--- config.mk ---
export PLATFORM = sky130hd
export DESIGN_NAME = ss_seq_flat
export DESIGN_NICKNAME = d
export VERILOG_FILES = /design/src/rtl/ss_seq_if.sv /design/src/rtl/ss_seq.sv /design/src/flat_wrapper.sv
export SDC_FILE = /design/constraint.sdc
export NUM_CORES = 1
export LEC_CHECK = 0
export BUFFER_PORTS_ARGS = -buffer_cell sky130_fd_sc_hd__clkbuf_2
export CAP_MARGIN = 20
export CORE_MARGIN = 2
export CORE_UTILIZATION = 45
export CTS_BUF_LIST = sky130_fd_sc_hd__clkbuf_4 sky130_fd_sc_hd__clkbuf_8 sky130_fd_sc_hd__clkbuf_16
export DETAILED_ROUTE_END_ITERATION = 10
export PLACE_DENSITY = 0.73
export SLEW_MARGIN = 25
export SYNTH_ARGS = -nofsm -noshare
export SYNTH_HDL_FRONTEND = slang
export SYNTH_SLANG_ARGS = --single-unit
--- constraint.sdc ---
create_clock -name clk -period 2 [get_ports clk]
set_input_delay 0.4 -clock clk [delete_from_list [all_inputs] [get_ports clk]]
set_output_delay 0.4 -clock clk [all_outputs]
set_load 0.05 [all_outputs]
--- src/rtl/ss_seq_if.sv ---
// Save-state bus bundle: sequence control plus mapper and state-buffer ports.
// master is the sequencer side, slave is the mapper/buffer environment.
interface ss_seq_if;
  logic       start;
  logic       mode;
  logic [7:0] reg_cnt;
  logic [7:0] exp_idx;
  logic       ss_act;
  logic       ss_we;
  logic [7:0] ss_addr;
  logic [7:0] ss_wdat;
  logic [7:0] ss_rdat;
  logic [7:0] buf_addr;
  logic       buf_we;
  logic [7:0] buf_wdat;
  logic [7:0] buf_rdat;
  logic       busy;
  logic       done;
  logic       err;

  modport master (
    input  start, mode, reg_cnt, exp_idx, ss_rdat, buf_rdat,
    output ss_act, ss_we, ss_addr, ss_wdat, buf_addr, buf_we, buf_wdat,
           busy, done, err
  );

  modport slave (
    output start, mode, reg_cnt, exp_idx, ss_rdat, buf_rdat,
    input  ss_act, ss_we, ss_addr, ss_wdat, buf_addr, buf_we, buf_wdat,
           busy, done, err
  );
endinterface

--- src/rtl/ss_seq.sv ---
// Mapper save-state sequencer: copies N mapper registers plus the mapper index
// (address 127) into a state buffer, or restores them after an index check.
module ss_seq (
  input  logic      clk,
  input  logic      rst,
  ss_seq_if.master  bus
);
  typedef enum logic [2:0] {IDLE, S_ADDR, S_CAPT, R_RD, R_CMP, R_WR, FIN} state_t;

  localparam logic [7:0] IDX_ADDR = 8'd127;

  state_t     state;
  logic       pend, chk, mode_q;
  logic [7:0] cnt, idx, exp_q;
  logic       ss_act_q, ss_we_q, buf_we_q, busy_q, done_q, err_q;
  logic [7:0] ss_addr_q, buf_addr_q, buf_wdat_q;
  logic [7:0] cur_addr, nxt_idx, nxt_addr;

  // idx == cnt means the register loop is finished and the index slot is next
  assign cur_addr = (idx == cnt) ? IDX_ADDR : idx;
  assign nxt_idx  = idx + 8'd1;
  assign nxt_addr = (nxt_idx == cnt) ? IDX_ADDR : nxt_idx;

  always_ff @(posedge clk) begin
    if (rst) begin
      state      <= IDLE;
      pend       <= 1'b0;
      chk        <= 1'b0;
      mode_q     <= 1'b0;
      cnt        <= 8'd0;
      idx        <= 8'd0;
      exp_q      <= 8'd0;
      ss_act_q   <= 1'b0;
      ss_we_q    <= 1'b0;
      buf_we_q   <= 1'b0;
      busy_q     <= 1'b0;
      done_q     <= 1'b0;
      err_q      <= 1'b0;
      ss_addr_q  <= 8'd0;
      buf_addr_q <= 8'd0;
      buf_wdat_q <= 8'd0;
    end else begin
      ss_we_q    <= 1'b0;
      buf_we_q   <= 1'b0;
      done_q     <= 1'b0;
      ss_addr_q  <= 8'd0;
      buf_addr_q <= 8'd0;
      buf_wdat_q <= 8'd0;
      case (state)
        IDLE: begin
          // one launch cycle after acceptance; busy/ss_act already gate the CPU
          if (pend) begin
            pend <= 1'b0;
            idx  <= 8'd0;
            chk  <= 1'b1;
            if (!mode_q) begin
              state     <= S_ADDR;
              ss_addr_q <= (cnt == 8'd0) ? IDX_ADDR : 8'd0;
            end else begin
              state      <= R_RD;
              buf_addr_q <= IDX_ADDR;
            end
          end else if (bus.start) begin
            pend     <= 1'b1;
            mode_q   <= bus.mode;
            cnt      <= (bus.reg_cnt > 8'd127) ? 8'd127 : bus.reg_cnt;
            exp_q    <= bus.exp_idx;
            err_q    <= 1'b0;
            busy_q   <= 1'b1;
            ss_act_q <= 1'b1;
          end
        end
        S_ADDR: begin
          state      <= S_CAPT;
          buf_we_q   <= 1'b1;
          buf_addr_q <= cur_addr;
          buf_wdat_q <= bus.ss_rdat;
        end
        S_CAPT: begin
          if (idx == cnt) begin
            state  <= FIN;
            done_q <= 1'b1;
          end else begin
            state     <= S_ADDR;
            idx       <= nxt_idx;
            ss_addr_q <= nxt_addr;
          end
        end
        R_RD: begin
          if (chk) begin
            state <= R_CMP;
          end else begin
            state     <= R_WR;
            ss_we_q   <= 1'b1;
            ss_addr_q <= idx;
          end
        end
        R_CMP: begin
          if (bus.buf_rdat != exp_q) begin
            err_q  <= 1'b1;
            state  <= FIN;
            done_q <= 1'b1;
          end else if (cnt == 8'd0) begin
            state  <= FIN;
            done_q <= 1'b1;
          end else begin
            chk   <= 1'b0;
            state <= R_RD;
          end
        end
        R_WR: begin
          if (nxt_idx == cnt) begin
            state  <= FIN;
            done_q <= 1'b1;
          end else begin
            state      <= R_RD;
            idx        <= nxt_idx;
            buf_addr_q <= nxt_idx;
          end
        end
        FIN: begin
          state    <= IDLE;
          busy_q   <= 1'b0;
          ss_act_q <= 1'b0;
        end
        default: state <= IDLE;
      endcase
    end
  end

  assign bus.ss_act   = ss_act_q;
  assign bus.ss_we    = ss_we_q;
  assign bus.ss_addr  = ss_addr_q;
  // buffer data only arrives in the write cycle, so it is forwarded unregistered
  assign bus.ss_wdat  = ss_we_q ? bus.buf_rdat : 8'd0;
  assign bus.buf_addr = buf_addr_q;
  assign bus.buf_we   = buf_we_q;
  assign bus.buf_wdat = buf_wdat_q;
  assign bus.busy     = busy_q;
  assign bus.done     = done_q;
  assign bus.err      = err_q;
endmodule

--- src/flat_wrapper.sv ---
// flat-port wrapper written by rule: the top's interface ports become plain ports
module ss_seq_flat 
  (clk, rst, bus_start, bus_mode, bus_reg_cnt, bus_exp_idx, bus_ss_rdat, bus_buf_rdat, bus_ss_act, bus_ss_we, bus_ss_addr, bus_ss_wdat, bus_buf_addr, bus_buf_we, bus_buf_wdat, bus_busy, bus_done, bus_err);
  ss_seq_if bus_i ();
  input  logic clk;
  input  logic rst;
  input wire logic [$bits(bus_i.start)-1:0] bus_start;
  input wire logic [$bits(bus_i.mode)-1:0] bus_mode;
  input wire logic [$bits(bus_i.reg_cnt)-1:0] bus_reg_cnt;
  input wire logic [$bits(bus_i.exp_idx)-1:0] bus_exp_idx;
  input wire logic [$bits(bus_i.ss_rdat)-1:0] bus_ss_rdat;
  input wire logic [$bits(bus_i.buf_rdat)-1:0] bus_buf_rdat;
  output wire logic [$bits(bus_i.ss_act)-1:0] bus_ss_act;
  output wire logic [$bits(bus_i.ss_we)-1:0] bus_ss_we;
  output wire logic [$bits(bus_i.ss_addr)-1:0] bus_ss_addr;
  output wire logic [$bits(bus_i.ss_wdat)-1:0] bus_ss_wdat;
  output wire logic [$bits(bus_i.buf_addr)-1:0] bus_buf_addr;
  output wire logic [$bits(bus_i.buf_we)-1:0] bus_buf_we;
  output wire logic [$bits(bus_i.buf_wdat)-1:0] bus_buf_wdat;
  output wire logic [$bits(bus_i.busy)-1:0] bus_busy;
  output wire logic [$bits(bus_i.done)-1:0] bus_done;
  output wire logic [$bits(bus_i.err)-1:0] bus_err;
  assign bus_i.start = bus_start;
  assign bus_i.mode = bus_mode;
  assign bus_i.reg_cnt = bus_reg_cnt;
  assign bus_i.exp_idx = bus_exp_idx;
  assign bus_i.ss_rdat = bus_ss_rdat;
  assign bus_i.buf_rdat = bus_buf_rdat;
  assign bus_ss_act = bus_i.ss_act;
  assign bus_ss_we = bus_i.ss_we;
  assign bus_ss_addr = bus_i.ss_addr;
  assign bus_ss_wdat = bus_i.ss_wdat;
  assign bus_buf_addr = bus_i.buf_addr;
  assign bus_buf_we = bus_i.buf_we;
  assign bus_buf_wdat = bus_i.buf_wdat;
  assign bus_busy = bus_i.busy;
  assign bus_done = bus_i.done;
  assign bus_err = bus_i.err;
  ss_seq u_core (.clk(clk), .rst(rst), .bus(bus_i));
endmodule
* Word level (Yosys, flattened, before mapping)
Cells that the tools add are included.
** Storage, ports and cells
- Flip-flop bits (word level) :: 59
- Bits of input ports :: 36
- Output and inout port bits :: 38
** Operators by class
- $add $sub $neg :: 1
- Magnitude comparators :: 1
- Equality and inequality tests :: 17
- Muxes and demuxes :: 46
- Bitwise operators :: 3
- Reduce and logical (&&, ||, !) cells :: 12
** Operator list (count)
- 8-bit two-way mux :: 13
- 8-bit one-hot mux with 3 select lines :: 3
- 3-bit one-hot mux with 6 select lines :: 1
- 1-bit two-way mux :: 17
- 8-bit equality test :: 2
- 3-bit two-way mux :: 5
- 7-bit two-way mux :: 2
- 2-bit inequality test (second input constant) :: 6
- 4-bit AND reduction :: 3
- 3-bit equality test (second input constant) :: 3
- 8-bit by 1-bit adder with 8-bit output (second input constant) :: 1
- 8-bit by 7-bit greater-than comparator with 1-bit output (second input constant) :: 1
- 8-bit logical NOT :: 1
- 8-bit inequality test :: 1
- 3-bit by 2-bit equality test with 1-bit output (second input constant) :: 2
- 1-bit one-hot mux with 2 select lines :: 3
- 3-bit AND reduction :: 2
- 2-bit by 1-bit inequality test with 1-bit output (second input constant) :: 2
- 2-bit nonzero test :: 2
- 2-bit OR reduction :: 2
- 3-bit by 1-bit equality test with 1-bit output (second input constant) :: 1
- 3-bit logical NOT :: 1
- 1-bit inverter :: 3
- 1-bit one-hot mux with 3 select lines :: 1
- 2 further kinds :: 2

* Longest topological paths before layout
Gate-level depths: netlist of the first run.
- Depth after elaboration :: 5
- Mapped depth :: 9
- Gate-level depth less buffers :: 7

* Worst setup path after synthesis of the first run
No wires, ideal clock.
- Path kind :: register -> register
- Start point :: reg u_core.idx[0]
- End point :: reg u_core.idx[0]
- Arrival :: 2.167 ns
- Data required time :: 1.942 ns
- Path slack :: -0.225 ns
- Cell stages (with the launch flop) :: 9
- Buffers on the path :: 1
- Cell sequence :: dfxtp_1 ha_1 xor2_1 a311oi_2 o2111ai_2 or4_1 buf_2 a21oi_4 mux2_2
** On the way
- Word-level cells in the longest chain between the ends :: 4
** RTL lines
- start, declared :: line ss_seq.sv:14 : logic [7:0] cnt, idx, exp_q;
- start signal, assigned :: line ss_seq.sv:85 : idx <= nxt_idx;
- start signal, assigned :: line ss_seq.sv:117 : idx <= nxt_idx;
- 8-bit by 1-bit adder with 8-bit output :: line ss_seq.sv:21 : assign nxt_idx = idx + 8'd1;
- 8-bit equality test :: line ss_seq.sv:112 : if (nxt_idx == cnt) begin
- 2-bit inequality test (no line)
- 4-bit AND reduction (no line)
Parallel ways exist; a longest one is shown, timed or not. The select of a mux whose other input is x is not followed.
A chain may end at the register's enable or synchronous reset.

* Worst setup path in the final report of the first run
- Start point :: reg u_core.idx[0]
- End point :: reg u_core.idx[5]
The elaborated chain is that of the path after synthesis.

==> flow_summary.ini, run 1 <==
[status]
status = finished with violations
violations = design-rule violations, negative setup slack

[routing]
vias_per_cell = 5.52
drt_iter0_drc = 264
num_vias = 3141
post_drt_wl_per_cell_microns = 15.1
wl_mm = 8.61
drc = 5
antenna_left = 0
drtPass1Iterations = 10

[yosys]
yosysMostFrequentCell = dfxtp_1
synth_simple_gate_area_share = 0.257
synth_compound_area_frac = 0.218
ys_warn_count = 0
synth_ff_type = dfxtp_1
syn_nets = 401
synthTopCellsByArea = dfxtp_1 (39%), nand2_1 (5.1%), xor2_1 (4.4%)
ys_seq_elements = 59
ys_seq_area_frac = 0.393
synth_edf_count = 0
synthArstFlopShare = 0
syn_inst = 364
synth_top_family_by_area = simple AND/OR/NAND/NOR gates
yosys.area.top_type = dfxtp_1
synth_top_area_frac = 0.393
synthXorXnorAreaFrac = 0.0694
synthAdderAreaFrac = 0.00416
yosys.cell_types.count = 59
synth_mux_area_frac = 0.00748
netlist_area_sq_um = 3010
synth_commonest_cells = dfxtp_1 (59), nand2_1 (41), a21oi_1 (24)
synth.avg_cell_area_sq_um = 8.27

[floorplan]
io-pin-count = 74
die_area_sq_um = 7360
die_width_microns = 85.8
die_h_microns = 85.8
rows = 29
initial_core_util = 0.469
coreArea_sq_um = 6420

[timing]
clock.fmax_ghz = 0.455
tightest_slew_ns = 0.501
rsz0062_at_grt = true
drv_slew = 0
hold_viol = 0
period_needed_ns = 2.20
setup_ws_ns = -0.199
max_slew_margin = 0.663
fin_tns_setup_ns = -2.91
finalSetupViolations = 26
period_share = 1.10
skew_ns = 0.00978

[clock_tree]
clk_pin_slew_ns = 0.07
cts_tree = yes
clock_latency_ns = 0.35
root_buffer = clkbuf_8
clock_path_buffers = 2
numCtsBuffers = 9
cts.htree.levels = 3
clock-sinks = 59

[hold_path]
whs_path_depth = 2
hold_path_class = input pin to register
hold_start = bus_ss_rdat[6]
whs_endpoint = u_core.bus.buf_wdat[6]

[critical_path]
cp_cell_sequence = ha_4 -> xor2_2 -> a311oi_2 -> o2111ai_2 -> buf_4 -> nor4_4 -> buf_4 -> nor3_2 -> a221o_1
worstReg2RegEnd = u_core.idx[5]
cp-start-kind = register
crit_buf_inv = 2
crit_required_ns = 2.23
end_kind = register
critPathTopFamily = compound AO/OA/AOI/OAI gates
r2r_cells = 9
cp_data_arrival_time_ns = 2.43
rrSetupSlack_ns = -0.20
critPathKind = register to register
critical-path-max-stage-delay_ns = 0.34
crit_slowest_cell = dfxtp_2
reg2reg_from = u_core.idx[0]
cpMostUsedCell = buf_4
worst-path-max-fanout = 4

[power]
pwr_density_cell_nw_per_um2 = 799
ir_drop_mv = 0.418
total_leakage_power_uw = 0.00183

[placed_design]
dp.cells = 550
place_ws_ns = -0.182
dp_hpwl_mm = 6.27
place.gp.congestion = 0.924
portBuffers = 73

[layout]
diodes = 0
nets = 524
postLayoutCoreUtil = 0.653
drive_gt1_frac = 0.402
area_growth_pct = 39.4
final_cells = 569

[global_route]
grt_start_max_net_pins = 32
grt_overflow = 0
grt_pass1_wl_mm = 13.9
grt_util_all_layers = 0.238
antenna_found_initial = 0
grt_pass1_vias = 2872

[flow_run]
maxCapViolations = 0
## power by group
group / leakage, uW / switching, uW / total, uW / internal, uW
registers: 0.000484 / 75.0 / 1330 / 1260
logic: 0.00124 / 511 / 882 / 371
clock network: 0.000110 / 482 / 1140 / 655
## cells in the final DEF (no fill, tap or decap), types with 14 or more instances in the layout
master / count
and2_1: 20
buf_4: 63
nand2_1: 40
clkbuf_2: 73
nor2_1: 22
a21oi_1: 22
nor3_1: 20
o21ai_0: 14
dfxtp_1: 53
xor2_1: 14
## area by class of cell
class	instances	area, sq um
repair buffers	139	872
multi-input cells	273	1800
clock inverters	4	48.8
inverters	5	18.8
fillers	558	2230
well taps	77	96.3
flip-flops and latches	59	1200
clock buffers	12	159
## registers in the layout, summed over array words and instances, names as in the netlist
name                 cells
u_core.bus.ss_addr       8
u_core.bus.busy          1
u_core.bus.buf_we        1
u_core.chk               1
u_core.bus.done          1
u_core.cnt               8
u_core.pend              1
u_core.bus.buf_addr      8
u_core.bus.err           1
u_core.bus.ss_we         1
u_core.mode_q            1
u_core.exp_q             8
u_core.idx               8
u_core.state             3
u_core.bus.buf_wdat      8
## cell families after synthesis
| group | Yosys count |
|---|---|
| flip-flops | 59 |
| AND/OR/NAND/NOR | 148 |
| multiplexers | 2 |
| XOR/XNOR | 23 |
| adder cells (fa/ha/maj) | 1 |
| AO/OA/AOI/OAI | 99 |
| buffers and inverters | 32 |
## timing repair
action,4_1_cts,5_1_grt
resized for setup,15,22
endpoints found under the setup margin,27,27
buffers inserted,1,2
pin swaps,2,7
hold buffers,0,0
endpoints found under the hold margin,0,0
gates cloned,0,0
## stage by stage
stage          total power (uW)  instance area (sq um)  hold slack, ns
2_1_floorplan              1870                   3030           0.448
3_3_place_gp               2180                   3820           0.455
3_5_place_dp               2200                   3820           0.459
4_1_cts                    3350                   4100           0.244
5_1_grt                    3520                   4200           0.257
6_report                   3350                   4200           0.250
## metal layers
| layer | vias to the layer above | wire, microns | GRT usage |
|---|---|---|---|
| li1 | 1543 | - | - |
| met1 | 1440 | 3930 | 0.325 |
| met2 | 138 | 3950 | 0.378 |
| met3 | 20 | 552 | 0.0385 |
| met4 | 0 | 184 | 0.0967 |
| met5 | - | 0 | 0 |
## worst max-delay path by stage
stage | from | to | slack (ns) | cells past startpoint
3_3_place_gp | u_core.idx[1] | u_core.idx[5] | -0.19 | 8
4_1_cts | u_core.idx[0] | u_core.idx[5] | -0.18 | 9
6_report | u_core.idx[0] | u_core.idx[5] | -0.20 | 9
3_5_place_dp | u_core.idx[1] | u_core.idx[5] | -0.18 | 8
5_1_grt | u_core.idx[0] | u_core.idx[5] | -0.30 | 9
2_1_floorplan | u_core.idx[0] | u_core.idx[0] | -0.1 | 8
No activity file was read; power rests on OpenSTA's default activity.
==> inputs of run 2 (changes only) <==
--- a/config.mk
+++ b/config.mk
@@ -8,10 +8,10 @@
 export BUFFER_PORTS_ARGS = -buffer_cell sky130_fd_sc_hd__clkbuf_2
 export CAP_MARGIN = 20
 export CORE_MARGIN = 2
-export CORE_UTILIZATION = 45
+export CORE_UTILIZATION = 48
 export CTS_BUF_LIST = sky130_fd_sc_hd__clkbuf_4 sky130_fd_sc_hd__clkbuf_8 sky130_fd_sc_hd__clkbuf_16
 export DETAILED_ROUTE_END_ITERATION = 10
-export PLACE_DENSITY = 0.73
+export PLACE_DENSITY = 0.77
 export SLEW_MARGIN = 25
 export SYNTH_ARGS = -nofsm -noshare
 export SYNTH_HDL_FRONTEND = slang
==> flow_summary.ini, run 2 (synthesis gave the netlist of run 1 again) <==
[timing]
period_needed_ns = 2.22
clock.fmax_ghz = 0.450
setup_ws_ns = -0.220
skew_ns = 0.00621
period_share = 1.11
hold_viol = 0
holdWs_ns = 0.261
drv_slew = 0
tightest_slew_ns = 0.516
fin_tns_setup_ns = -2.96
finalSetupViolations = 27
max_slew_margin = 0.652
rsz0062_at_grt = true

[routing]
wl_mm = 8.74
drtPass1Iterations = 4
vias_per_cell = 5.50
num_vias = 3144
post_drt_wl_per_cell_microns = 15.3
drt_iter0_drc = 189
drc = 0
antenna_left = 0

[critical_path]
cp-start-kind = register
crit_required_ns = 2.23
end_kind = register
cp_data_arrival_time_ns = 2.45
critPathKind = register to register
worstReg2RegEnd = u_core.idx[5]
cp_cell_sequence = ha_4 -> xor2_1 -> a311oi_2 -> o2111ai_2 -> buf_4 -> nor4_4 -> buf_4 -> nor3_1 -> a221o_1
critical-path-max-stage-delay_ns = 0.36
r2r_cells = 9
cpMostUsedCell = buf_4
rrSetupSlack_ns = -0.22
worst-path-max-fanout = 5
reg2reg_from = u_core.idx[0]
crit_slowest_cell = dfxtp_4

[clock_tree]
clock_path_buffers = 2
cts_tree = yes
clock_latency_ns = 0.34
cts.htree.levels = 3
clock-sinks = 59
clk_pin_slew_ns = 0.07
numCtsBuffers = 9
ctsHoldBuffers = 0
root_buffer = clkbuf_8

[status]
violations = negative setup slack
status = finished with violations

[placed_design]
place_ws_ns = -0.243
place.gp.congestion = 0.949
dp_hpwl_mm = 6.11
portBuffers = 73

[power]
ir_drop_mv = 0.507
total_leakage_power_uw = 0.00188
pwr_density_cell_nw_per_um2 = 783

[floorplan]
die_area_sq_um = 6920
initial_core_util = 0.502
coreArea_sq_um = 5990
die_h_microns = 83.2
rows = 28
io-pin-count = 74
die_width_microns = 83.2

[layout]
nets = 530
most-common-layout-cells = clkbuf_2 (73), buf_4 (64), dfxtp_1 (54), nand2_1 (41), nor2_1 (22)
layout_commonest_cell = clkbuf_2
diodes = 0
drive_gt1_frac = 0.427
area_growth_pct = 43.3
postLayoutCoreUtil = 0.720

[hold_path]
whs_endpoint = u_core.bus.buf_wdat[7]
whs_path_depth = 2
hold_start = bus_ss_rdat[7]
hold_path_class = input pin to register

[global_route]
grt_util_all_layers = 0.242
grt_pass1_vias = 2866
antenna_found_initial = 0
grt_start_max_net_pins = 32
grt_pass1_wl_mm = 13.6
grt_overflow = 0

[flow_run]
maxCapViolations = 0
-- run 2: worst max-delay path, delay by kind of cell (launching register included) --
family	cells	cell delay (ns)
AOI/OAI and AO/OA	3	0.64
buffers and inverters	2	0.38
DFF	1	0.36
and+or+nand+nor	2	0.34
adders and majority gates	1	0.24
xor gates and xnor gates	1	0.14
-- run 2: per-stage QoR --
step / total power, uW / instances / instance area, sq um
5_1_grt: 3520 / 572 / 4310
4_1_cts: 3320 / 568 / 4160
2_1_floorplan: 1870 / 364 / 3030
3_5_place_dp: 2190 / 546 / 3820
6_report: 3380 / 572 / 4310
3_3_place_gp: 2170 / 546 / 3820
-- run 2: layout make-up --
| cell class | instances | area (sq um) |
|---|---|---|
| Tap cell | 75 | 93.8 |
| Timing Repair Buffer | 145 | 945 |
| Clock buffer | 13 | 166 |
| Inverter | 5 | 18.8 |
| Sequential cell | 59 | 1190 |
| Clock inverter | 2 | 35.0 |
| Fill cell | 462 | 1680 |
| Multi-Input combinational cell | 273 | 1860 |
-- run 2: repair_timing --
action,4_1_cts,5_1_grt
pin swaps,11,15
endpoints found under the setup margin,24,27
gates resized for setup,22,29
buffers inserted,7,4
-- run 2: report_power, final --
group	internal [uW]	switching, uW	leakage (uW)	total (uW)
clock network	663	466	0.000106	1130
registers	1260	70.8	0.000484	1330
logic	391	530	0.00129	921
-- run 2: worst max-delay path by stage --
stage,startpoint,endpoint,cells past startpoint
floorplan,u_core.idx[0],u_core.idx[0],8
global placement,u_core.idx[3],u_core.idx[0],6
detailed placement,u_core.idx[3],u_core.idx[0],6
CTS,u_core.idx[0],u_core.idx[5],9
global route,u_core.idx[2],u_core.idx[5],10
finish,u_core.idx[0],u_core.idx[5],9
-- run 2: metal layers --
layer / global-route usage / share of wire / vias up
met5: 0 / 0 / -
met4: 0.0999 / 0.021 / 0
met3: 0.0586 / 0.074 / 21
met2: 0.391 / 0.48 / 131
met1: 0.309 / 0.43 / 1438
li1: - / - / 1554
